==> config.mk <==
export PLATFORM = sky130hd
export DESIGN_NAME = handshake_source_tx
export DESIGN_NICKNAME = d
export VERILOG_FILES = /design/src/rtl/handshake_pkg.sv /design/src/rtl/handshake_source_tx_sync_fifo.sv /design/src/rtl/handshake_source_tx.sv
export SDC_FILE = /design/constraint.sdc
export NUM_CORES = 1
export LEC_CHECK = 0
export ABC_AREA = 1
export CAP_MARGIN = 20
export CORE_MARGIN = 2
export CORE_UTILIZATION = 40
export DETAILED_ROUTE_END_ITERATION = 10
export PLACE_DENSITY = 0.64
export SLEW_MARGIN = 0
export SYNTH_ARGS = -nofsm -noshare
export SYNTH_HDL_FRONTEND = slang
export SYNTH_SLANG_ARGS = --single-unit
==> constraint.sdc <==
create_clock -name clk -period 4.2 [get_ports clk]
set_input_delay 0.84 -clock clk [delete_from_list [all_inputs] [get_ports clk]]
set_output_delay 0.84 -clock clk [all_outputs]
set_load 0.01 [all_outputs]
==> src/rtl/handshake_pkg.sv <==
// handshake_pkg: shared types and constants for the handshake source transmitter
package handshake_pkg;
  typedef enum logic {IDLE, WAIT_ACK} tx_state_t;
  localparam int SENT_COUNT_WIDTH = 16;
endpackage

==> src/rtl/handshake_source_tx_sync_fifo.sv <==
// sync_fifo: single-clock FIFO with extra-bit pointers and a combinational read head
module sync_fifo #(
  parameter int DATA_WIDTH = 4,
  parameter int DEPTH = 4
) (
  input  logic                         clk,
  input  logic                         rst,
  input  logic [DATA_WIDTH-1:0]        wr_data,
  input  logic                         wr_en,
  input  logic                         rd_en,
  output logic [DATA_WIDTH-1:0]        rd_data,
  output logic                         full,
  output logic                         empty,
  output logic [$clog2(DEPTH+1)-1:0]   level
);
  localparam int AW = $clog2(DEPTH);
  logic [AW:0] wr_ptr, rd_ptr;
  logic [DATA_WIDTH-1:0] mem [DEPTH];
  assign empty = wr_ptr == rd_ptr;
  assign full = (wr_ptr[AW-1:0] == rd_ptr[AW-1:0]) && (wr_ptr[AW] != rd_ptr[AW]);
  assign level = wr_ptr - rd_ptr;
  assign rd_data = mem[rd_ptr[AW-1:0]];
  // storage is cleared on reset so the head reads as zero out of reset
  always_ff @(posedge clk or posedge rst) begin
    if (rst) begin
      wr_ptr <= '0;
      rd_ptr <= '0;
      for (int i = 0; i < DEPTH; i++) mem[i] <= '0;
    end else begin
      if (wr_en && !full) begin
        mem[wr_ptr[AW-1:0]] <= wr_data;
        wr_ptr <= wr_ptr + 1'b1;
      end
      if (rd_en && !empty) rd_ptr <= rd_ptr + 1'b1;
    end
  end
endmodule

==> src/rtl/handshake_source_tx.sv <==
// handshake_source_tx: buffers an upstream stream and offers one word per crossing handshake
module handshake_source_tx
  import handshake_pkg::*;
#(
  parameter int DATA_WIDTH = 4,
  parameter int DEPTH = 4,
  parameter int TIMEOUT = 256
) (
  input  logic                          clk,
  input  logic                          rst,
  input  logic [DATA_WIDTH-1:0]         in_data,
  input  logic                          in_valid,
  output logic                          in_ready,
  output logic [DATA_WIDTH-1:0]         tx_data,
  output logic                          tx_valid,
  input  logic                          tx_ready,
  output logic [$clog2(DEPTH+1)-1:0]    level,
  output logic                          busy,
  output logic                          timeout_err,
  input  logic                          err_clr,
  output logic [SENT_COUNT_WIDTH-1:0]   sent_count
);
  localparam int WD_W = TIMEOUT > 1 ? $clog2(TIMEOUT + 1) : 1;
  tx_state_t state, state_nx;
  logic full, empty, pop, wd_hit;
  logic [WD_W-1:0] wd_cnt;
  logic [SENT_COUNT_WIDTH-1:0] sent_q;
  sync_fifo #(.DATA_WIDTH(DATA_WIDTH), .DEPTH(DEPTH)) u_fifo (
    .clk(clk), .rst(rst), .wr_data(in_data), .wr_en(in_valid), .rd_en(pop),
    .rd_data(tx_data), .full(full), .empty(empty), .level(level)
  );
  assign in_ready = !full;
  assign busy = !empty || state == WAIT_ACK;
  assign sent_count = sent_q;
  assign wd_hit = TIMEOUT != 0 && state == WAIT_ACK && wd_cnt == WD_W'(TIMEOUT - 1);
  always_comb begin
    tx_valid = state == IDLE && !empty;
    pop = tx_valid && tx_ready;
    state_nx = state == IDLE ? (pop ? WAIT_ACK : IDLE) : (tx_ready ? IDLE : WAIT_ACK);
  end
  always_ff @(posedge clk or posedge rst) begin
    if (rst) state <= IDLE;
    else state <= state_nx;
  end
  // watchdog saturates one past its trip point so each transaction flags at most once
  always_ff @(posedge clk or posedge rst) begin
    if (rst) begin
      sent_q <= '0;
      wd_cnt <= '0;
      timeout_err <= 1'b0;
    end else begin
      if (pop) sent_q <= sent_q + 1'b1;
      if (pop) wd_cnt <= '0;
      else if (state == WAIT_ACK && wd_cnt != WD_W'(TIMEOUT)) wd_cnt <= wd_cnt + 1'b1;
      if (wd_hit) timeout_err <= 1'b1;
      else if (err_clr) timeout_err <= 1'b0;
    end
  end
endmodule

# ---- Word-level counts from Yosys, hierarchy flattened
# Cells that the tools add are included.
dict set report word_totals {
  ff_bits 49
  latchBits 0
  mem_bits_rw 0
  romBits 0
  in_bits 9
  output_inout_bits 27
  word_cells 52
  n_memories 0
}
dict set report classes {
  addsub 5
  mul 0
  div 0
  n_lt_le_gt_ge 3
  eq_ne 5
  n_shift 0
  n_mux 13
  bitwise 3
  n_reduce_logical 13
}
# op n
set op_table {}
lappend op_table {{2-to-1 mux 9 bit} 2}
lappend op_table {{adder 16 x 1 -> 16 bit (second input constant)} 1}
lappend op_table {{bitwise mux 16 bit} 1}
lappend op_table {{2-to-1 mux 4 bit} 3}
lappend op_table {{adder 9 x 1 -> 9 bit (second input constant)} 1}
lappend op_table {{== test 9 x 8 -> 1 bit (second input constant)} 1}
lappend op_table {{inequality test 9 bit (second input constant)} 1}
lappend op_table {{binary-select mux 4 bit (select 2 bit)} 1}
lappend op_table {{demux 4 bit (select 2 bit)} 1}
lappend op_table {{logical AND 1 bit} 8}
lappend op_table {{adder 3 x 1 -> 3 bit (second input constant)} 2}
lappend op_table {{greater-or-equal comparator 3 bit (second input constant)} 2}
lappend op_table {{NOT 2 -> 3 bit} 2}
lappend op_table {{2-to-1 mux 1 bit} 5}
lappend op_table {{nonzero test 2 bit} 2}
lappend op_table {{== test 3 bit} 1}
lappend op_table {{< comparator 3 x 1 -> 1 bit (second input constant)} 1}
lappend op_table {{subtractor 3 bit} 1}
lappend op_table {{== test 2 bit} 1}
lappend op_table {{zero test 1 bit} 2}
lappend op_table {{logical OR 1 bit} 1}
lappend op_table {{inequality test 1 bit} 1}
lappend op_table {{NOT 1 bit} 1}

# ---- Depth between registers and ports, before layout
# Gate-level depths: netlist (run 1).
dict set report depth {
  ltp_word 6
  ltp_mapped 10
  mapped_depth_nobuf 10
}

# ---- By module
# Synthesis (run 1) repeated with hierarchy kept, for this count alone.
dict set report hier_totals {
  hier_cells 323
  hier_area_um2 2692.6
}
# mod n_inst cells_each area_each_um2 seq_area_each_um2
set by_module_without_submodules {}
lappend by_module_without_submodules {handshake_source_tx 1 176 1452.6 675.6}
lappend by_module_without_submodules {sync_fifo 1 147 1239.9 550.5}

# ---- Worst setup path after synthesis (run 1)
# OpenSTA, ideal clock, no wires.
dict set report synth_path {
  path_kind {register to output}
  from {reg u_fifo.wr_ptr[0]}
  to {out level[2]}
  t_arrival_ns 1.239
  required_ns 3.360
  setup_slack_ns 2.121
  stages_incl_launch_ff 5
  path_buffers 0
  path_cell_list {dfrtp_1 > inv_1 > ha_1 > fa_1 > xor2_1}
}
dict set report synth_between {
  elab_chain_len 1
}
# item line
set synth_rtl {}
lappend synth_rtl {{start: declaration} handshake_source_tx_sync_fifo.sv:17} ;# logic [AW:0] wr_ptr, rd_ptr;
lappend synth_rtl {{start signal: assignment} handshake_source_tx_sync_fifo.sv:32} ;# wr_ptr <= wr_ptr + 1'b1;
lappend synth_rtl {{subtractor 3 bit} handshake_source_tx_sync_fifo.sv:21} ;# assign level = wr_ptr - rd_ptr;
lappend synth_rtl {{end: declaration} handshake_source_tx.sv:17} ;# output logic [$clog2(DEPTH+1)-1:0] level,
# No other way between the ends.

# ---- Worst setup path after layout (run 1)
dict set report layout_path {
  from {reg u_fifo.rd_ptr[1]}
  to {out tx_valid}
}
dict set report layout_between {
  elab_chain_len 3
}
# item line
set layout_rtl {}
lappend layout_rtl {{start: declaration} handshake_source_tx_sync_fifo.sv:17}
lappend layout_rtl {{start signal: assignment} handshake_source_tx_sync_fifo.sv:34} ;# if (rd_en && !empty) rd_ptr <= rd_ptr + 1'b1;
lappend layout_rtl {{== test 3 bit} handshake_source_tx_sync_fifo.sv:19} ;# assign empty = wr_ptr == rd_ptr;
lappend layout_rtl {{zero test 1 bit} handshake_source_tx.sv:37} ;# tx_valid = state == IDLE && !empty;
lappend layout_rtl {{logical AND 1 bit} handshake_source_tx.sv:37}
lappend layout_rtl {{end: declaration} handshake_source_tx.sv:15} ;# output logic tx_valid,
# No other way between the ends.

==> results of run 1 <==
==> tightest hold or removal path, cell delays in order (launching register included) <==
cell,delay [ns]
dfrtp_1,0.35
nand2_1,0.05
o21ai_0,0.06
==> flip-flops by register name, summed over array words and instances, names as in the netlist <==
signal,cells
timeout_err,1
wd_cnt,9
u_fifo.wr_ptr,3
state,1
u_fifo.rd_ptr,3
u_fifo.mem,16
sent_count,16
==> through the flow <==
stage,hold WS (ns),util,power [mW]
2_1_floorplan,0.4478,-,1.476
3_3_place_gp,0.4636,0.4676,1.817
3_5_place_dp,0.4676,0.4676,1.836
4_1_cts,0.4906,0.4804,2.125
5_1_grt,0.5215,0.4834,2.297
6_report,0.4869,0.4834,2.106
==> worst max path at each step <==
stage	endpoint	slack [ns]
final	tx_valid	1.15
after global routing	level[2]	1.01
after CTS	level[2]	1.16
after detailed placement	level[2]	1.51
after global placement	tx_valid	1.52
after floorplan	level[2]	2.12
==> layout make-up <==
class	instances	share of cell area
Clock buffer	5	0.02119
Clock inverter	3	0.005393
Inverter	44	0.05162
Multi-Input combinational cell	245	0.3995
Sequential cell	49	0.3775
Tap cell	80	0.03082
Timing Repair Buffer	36	0.1140
==> synth_stat cells (2+ instances only) <==
cell	n
nand3_4	5
a21oi_1	2
xnor2_1	3
nor3_1	2
ha_1	11
nand3_1	24
dfrtp_1	49
buf_2	2
nor2_1	37
o21ai_1	13
o22ai_1	4
o21ai_0	26
nand4_1	3
nand2_1	100
xor2_1	5
xor2_2	2
inv_1	41
buf_6	3
nor2_2	2
buf_4	2
==> cell usage in the layout (no fill, tap or decap) <==
cell | netlist | final
a21oi_1 | 2 | 2
buf_12 | 0 | 1
clkbuf_8 | 0 | 5
clkdlybuf4s50_1 | 0 | 35
clkinv_1 | 1 | 1
clkinv_2 | 0 | 2
clkinvlp_4 | 0 | 1
dfrtp_1 | 49 | 49
fa_1 | 1 | 1
ha_1 | 11 | 11
inv_1 | 41 | 40
inv_2 | 1 | 2
inv_4 | 1 | 1
nand2_1 | 100 | 100
nand2_2 | 1 | 1
nand2_4 | 1 | 1
nand3_1 | 24 | 24
nand3_2 | 1 | 1
nand3_4 | 5 | 5
nand3b_1 | 1 | 1
nand4_1 | 3 | 3
nor2_1 | 37 | 37
nor2_2 | 2 | 2
nor3_1 | 2 | 2
o21ai_0 | 26 | 26
o21ai_1 | 13 | 13
o21ai_2 | 1 | 1
o22ai_1 | 4 | 4
xnor2_1 | 3 | 3
xor2_1 | 5 | 5
xor2_2 | 2 | 2
==> metal layers <==
layer,part of all wire,vias to the layer above,global-route usage
met4,0.013,0,0.04261
met1,0.52,1030,0.2303
li1,-,1156,-
met3,0.029,5,0.03697
met5,0,-,0
met2,0.44,32,0.2498
==> logic make-up (layout without fill, tap and decap cells) <==
group | Yosys count | count (layout)
AOI/OAI and AO/OA | 46 | 46
adders and majority gates | 12 | 12
buffers and inverters | 51 | 88
and+or+nand+nor | 177 | 177
DFF | 49 | 49
xor gates and xnor gates | 10 | 10
==> power by group through the flow <==
stage / Sequential (mW) / Combinational (mW) / Clock, mW
2_1_floorplan: 0.743 / 0.733 / 0
3_5_place_dp: 0.780 / 1.06 / 0
5_1_grt: 0.802 / 1.19 / 0.302
3_3_place_gp: 0.777 / 1.04 / 0
6_report: 0.774 / 1.05 / 0.277
4_1_cts: 0.772 / 1.06 / 0.290
==> results.md, run 1 <==
- Largest net degree at the start of global routing: 50
- Clock Sink Count: 49
- FF-to-FF Start: u_fifo.rd_ptr[1]
- Synth Area in XOR/XNOR: 0.03731
- Mapped Nets: 366
- WP data required: 3.36 ns
- Slew HR: 0.6917
- Max Clock Freq: 327.6 MHz
- Worst hold path depth: 2
- Synth Area in Adders: 0.05732
- Layout fillers: 653
- Place WS: 1.508 ns
- Fin Setup TNS: 0 ns
- Post-synthesis cell area: 0.002750 mm²
- Crit path max-delay family: buffers and inverters
- Grt total ovfl: 0
- Worst-Margin Slew: 0.4625 ns
- Die footprint: 0.007554 mm²
- Combinational group share of total power: 0.501
- Vias/cell: 4.812
- Initial Utilization: 0.4093
- Pre-Repair DR Iteration Count: 4
- Synth warn: 0
- Worst Setup End Kind: output pin
- Peak supply drop: 0.0001758 V
- Crit path largest cell delay: 0.51 ns
- Synth top area share: 0.4459
- Reg-to-reg slack, setup: 1.95 ns
- Max Transition Viols Final: 0
- NetSw: 900.1 µW
- Ports: 36
- Post-synthesis simple-gate area fraction: 0.2903
- Clock skew: 0.01120 ns
- Clock transition at the registers of the reported paths: 0.09 ns
- Worst setup SP type: register
- Antenna violations before repair: 0
- WP depth: 8
- Hold_sp: u_fifo.mem[5]
- Synth cell types: 29
- Mean Syn Cell Area: 7.971 µm²
- Path depth of the worst reg2reg path: 10
- CTS H-tree lvls: 2
- Remaining DRCs: 0
- Leak pwr: 1.503 nW
- # diodes: 0
- Clock Latency Late Sink: 0.31 ns
- Min-Delay Endpoint: u_fifo.mem[5]
- Fin worst setup slack: 1.148 ns
- Area of the multi-input gates: 0.001297 mm²
- RSZ-0062 raised after global routing: no
- Clock root buffer master: clkbuf_8
- Core area: 0.006719 mm²
- Post-CTS Setup Inserts: 0
- Post-Syn Instances: 345
- CP Class: reg -> out
- Crit path cell chain: inv_1, ha_1, nand2_1, inv_1, nand3_2, nand2_1, inv_1, clkdlybuf4s50_1
- Crit-path max FO: 7
- Sequential group share of total power: 0.368
- WP buf/inv: 4
- Critical path's most frequent cell: inv_1
- Rows: 30
- Starting DRC count in detailed routing: 93
- Share of post-route cells with drive strength above 1: 0.06545
- Die H: 86.92 µm
- Synth-to-Final Area Change: 18.11%
- Sw frac: 0.4274
- Cell taking the most area after synthesis: dfrtp_1
- Vias in the first global route: 2,127
- Sequential area share after synthesis: 0.4459
- Placed cells: 453
- Post-route clock period utilization: 0.7267
- Max-Cap Viols: 0
- Routability Congestion: 0.8246
- Top cells by area, synth: dfrtp_1, nand2_1, inv_1
- Half-perimeter wire length after placement: 3853 µm
- Clock period minus worst slack: 3.052 ns
- Final ANT Viol Nets: 0
- Cts-stage hold buffer count: 0
- IO buf count: 35
- Outcome: complete, no violations
- Clock power frac: 0.131
- Non-filler cells, final: 462
- Drt wl/cell: 12.00 µm
- CTS max path bufs: 2
- Slowest CP cell: dfrtp_1
- Finished Cell Area: 0.003248 mm²
- FF+latch area: 0.001226 mm²
- Final Hold Violating Endpoints: 0
- Compound-cell area share of the yosys netlist: 0.08690
- Post-CTS Resized: 0
- CTS buffer count: 5
- Largest family of logic cells by synthesized area: simple AND/OR/NAND/NOR gates
- Ys flop type: dfrtp_1
- Worst reg2reg path endpoint: u_fifo.rd_ptr[2]
- First-pass GRT wire length: 9839 µm
- Synthesis-stage register bit count: 49
- Final setup viols: 0
- DP Area: 0.003142 mm²
- Worst min path class: reg -> reg
- Crit path launch: u_fifo.rd_ptr[1]
- Via count: 2,223
- Die W: 86.92 µm
- Critical path data arrival time: 2.21 ns
- Post-synth EDFFs: 0
- NumNets Final: 402
- PD cells: 648.3 mW/mm²
- Internal: 1.206 mW
- Gr usage total: 0.1620
- Async SR Flop Fraction: 1.000
- CTS tree: done
- Post-synthesis mux area share: 0
- Drt total wl: 5546 µm
No activity file was read; power rests on OpenSTA's default activity.
==> inputs of run 2 (changes only) <==
clock period = 3.2 ns   (was 4.2 ns; I/O delays follow)
==> results.md, run 2 (same netlist as run 1, synthesis figures left out) <==
- Outcome: complete, no violations (unchanged)
- Leak pwr: 1.518 nW (was 1.503 nW)
- Largest net degree at the start of global routing: 37 (was 50)
- CTS buffer count: 5 (unchanged)
- Clock root buffer master: clkbuf_8 (unchanged)
- Core area: 0.006719 mm² (unchanged)
- Clock power frac: 0.160 (was 0.131)
- Slowest CP cell: clkdlybuf4s50_1 (was dfrtp_1)
- # diodes: 0 (unchanged)
- WP data required: 2.56 ns (was 3.36 ns)
- Die footprint: 0.007554 mm² (unchanged)
- Most frequent cells in the layout: nand2_1, dfrtp_1, inv_1 (unchanged)
- IO buf count: 35 (unchanged)
- Crit path max-delay family: buffers and inverters (unchanged)
- CP Class: reg -> out (unchanged)
- Total power: 2.847 mW (was 2.106 mW)
- Routability Congestion: 0.8198 (was 0.8246)
- Sw frac: 0.4084 (was 0.4274)
- PD cells: 869.7 mW/mm² (was 648.3 mW/mm²)
- Half-perimeter wire length after placement: 4125 µm (was 3853 µm)
- Combinational group share of total power: 0.483 (was 0.501)
- Crit path largest cell delay: 0.52 ns (was 0.51 ns)
- Final Hold Violating Endpoints: 0 (unchanged)
- Clock Sink Count: 49 (unchanged)
- Drt wl/cell: 11.95 µm (was 12.00 µm)
- Max Clock Freq: 354.1 MHz
- Clock Latency Late Sink: 0.30 ns (was 0.31 ns)
- Rows: 30 (unchanged)
- Post-CTS Setup Inserts: 0 (unchanged)
- Die W: 86.92 µm (unchanged)
- Max-Cap Viols: 0 (unchanged)
- First-pass GRT wire length: 10,040 µm (was 9839 µm)
- CTS tree: done (unchanged)
- Final setup viols: 0 (unchanged)
- Critical path's most frequent cell: inv_1 (unchanged)
- Vias/cell: 4.844 (was 4.812)
- Clock transition at the registers of the reported paths: 0.08 ns (was 0.09 ns)
- Via count: 2,243 (was 2,223)
- Max Transition Viols Final: 0 (unchanged)
- Worst setup SP type: register (unchanged)
- Post-route clock period utilization: 0.8825
- Sequential group share of total power: 0.357 (was 0.368)
- WP buf/inv: 4 (unchanged)
- Antenna violations before repair: 0 (unchanged)
- CTS H-tree lvls: 2 (unchanged)
- Cts-stage hold buffer count: 0 (unchanged)
- Peak supply drop: 0.0002674 V (was 0.0001758 V)
- Worst-Margin Slew: 0.6728 ns (was 0.4625 ns)
- Commonest non-fill, non-tap cell in the layout: nand2_1 (unchanged)
- Slew HR: 0.5508 (was 0.6917)
- Grt total ovfl: 0 (unchanged)
- Share of post-route cells with drive strength above 1: 0.06527 (was 0.06545)
- Crit path cell chain: inv_1, ha_1, nand2_1, inv_1, nand3_2, nand2_1, inv_1, clkdlybuf4s50_1 (unchanged)
- Die H: 86.92 µm (unchanged)
- Initial Utilization: 0.4093 (unchanged)
- Starting DRC count in detailed routing: 118 (was 93)
- NumNets Final: 403 (was 402)
- Pre-Repair DR Iteration Count: 4 (unchanged)
- Synth-to-Final Area Change: 19.02% (was 18.11%)
- Ports: 36 (unchanged)
- Remaining DRCs: 0 (unchanged)
- Vias in the first global route: 2,226 (was 2,127)
- Clock period minus worst slack: 2.824 ns
- Post-CTS Resized: 0 (unchanged)
- Final ANT Viol Nets: 0 (unchanged)
- Crit-path max FO: 7 (unchanged)
- RSZ-0062 raised after global routing: no (unchanged)
- Drt total wl: 5533 µm (was 5546 µm)
- NetSw: 1.163 mW (was 900.1 µW)
- Gr usage total: 0.1661 (was 0.1620)
- Clock skew: 0.009806 ns (was 0.01120 ns)
- Critical path data arrival time: 2.18 ns (was 2.21 ns)
- Worst min path class: reg -> reg (unchanged)
- CTS max path bufs: 2 (unchanged)
- Internal: 1.684 mW (was 1.206 mW)
- Fin Setup TNS: 0 ns (unchanged)
- Worst Setup End Kind: output pin (unchanged)
run 2: metal layers:
layer  wire [µm]  part of all wire  vias up  track usage
li1            -                 -     1166            -
met1        2747              0.50     1037       0.2213
met2        2547              0.46       35       0.2700
met3         177             0.032        5      0.03602
met4          59             0.011        0      0.05256
met5           0                 0        -            0
run 2: tightest hold or removal path: cells and delay by family (launching register included):
family / cells / cell delay [ns]
compound gates: 1 / 0.06
flops: 1 / 0.35
simple gates: 1 / 0.05
run 2: power groups by stage:
stage | Clock, mW | Sequential, mW | Combinational (mW)
after floorplan | 0 | 0.975 | 0.962
after global placement | 0 | 1.02 | 1.37
after detailed placement | 0 | 1.02 | 1.40
after CTS | 0.472 | 1.02 | 1.40
after global routing | 0.494 | 1.05 | 1.56
final | 0.456 | 1.02 | 1.37
run 2: final cells by class:
type / count / area [µm²]
Clock buffer: 7 / 86.33
Timing Repair Buffer: 37 / 365.4
Tap cell: 80 / 100.1
Clock inverter: 1 / 30.03
Inverter: 44 / 167.7
Multi-Input combinational cell: 245 / 1297
Sequential cell: 49 / 1226
Fill cell: 657 / 3446
run 2: final timing paths:
path                                        from               end  slack, ns  cells past startpoint
max in group asynchronous                    rst  u_fifo.wr_ptr[0]       1.83                      3
worst min-delay path               u_fifo.mem[5]     u_fifo.mem[5]       0.49                      2
worst max-delay path            u_fifo.rd_ptr[1]          tx_valid       0.38                      8
worst max register to register  u_fifo.rd_ptr[1]     sent_count[9]       0.96                     10
min in group asynchronous                    rst         wd_cnt[2]       0.75                      2
worst min register to register     u_fifo.mem[5]     u_fifo.mem[5]       0.49                      2
run 2: through the flow:
step	area [µm²]	utilization	instances	hold slack (ns)	setup WS, ns
2_1_floorplan	2750	-	345	0.4478	1.321
3_3_place_gp	3157	0.4698	455	0.4677	0.7261
3_5_place_dp	3157	0.4698	455	0.4729	0.6920
4_1_cts	3273	0.4872	463	0.4939	0.3504
5_1_grt	3273	0.4872	463	0.5227	0.2346
6_report	3273	0.4872	463	0.4897	0.3761
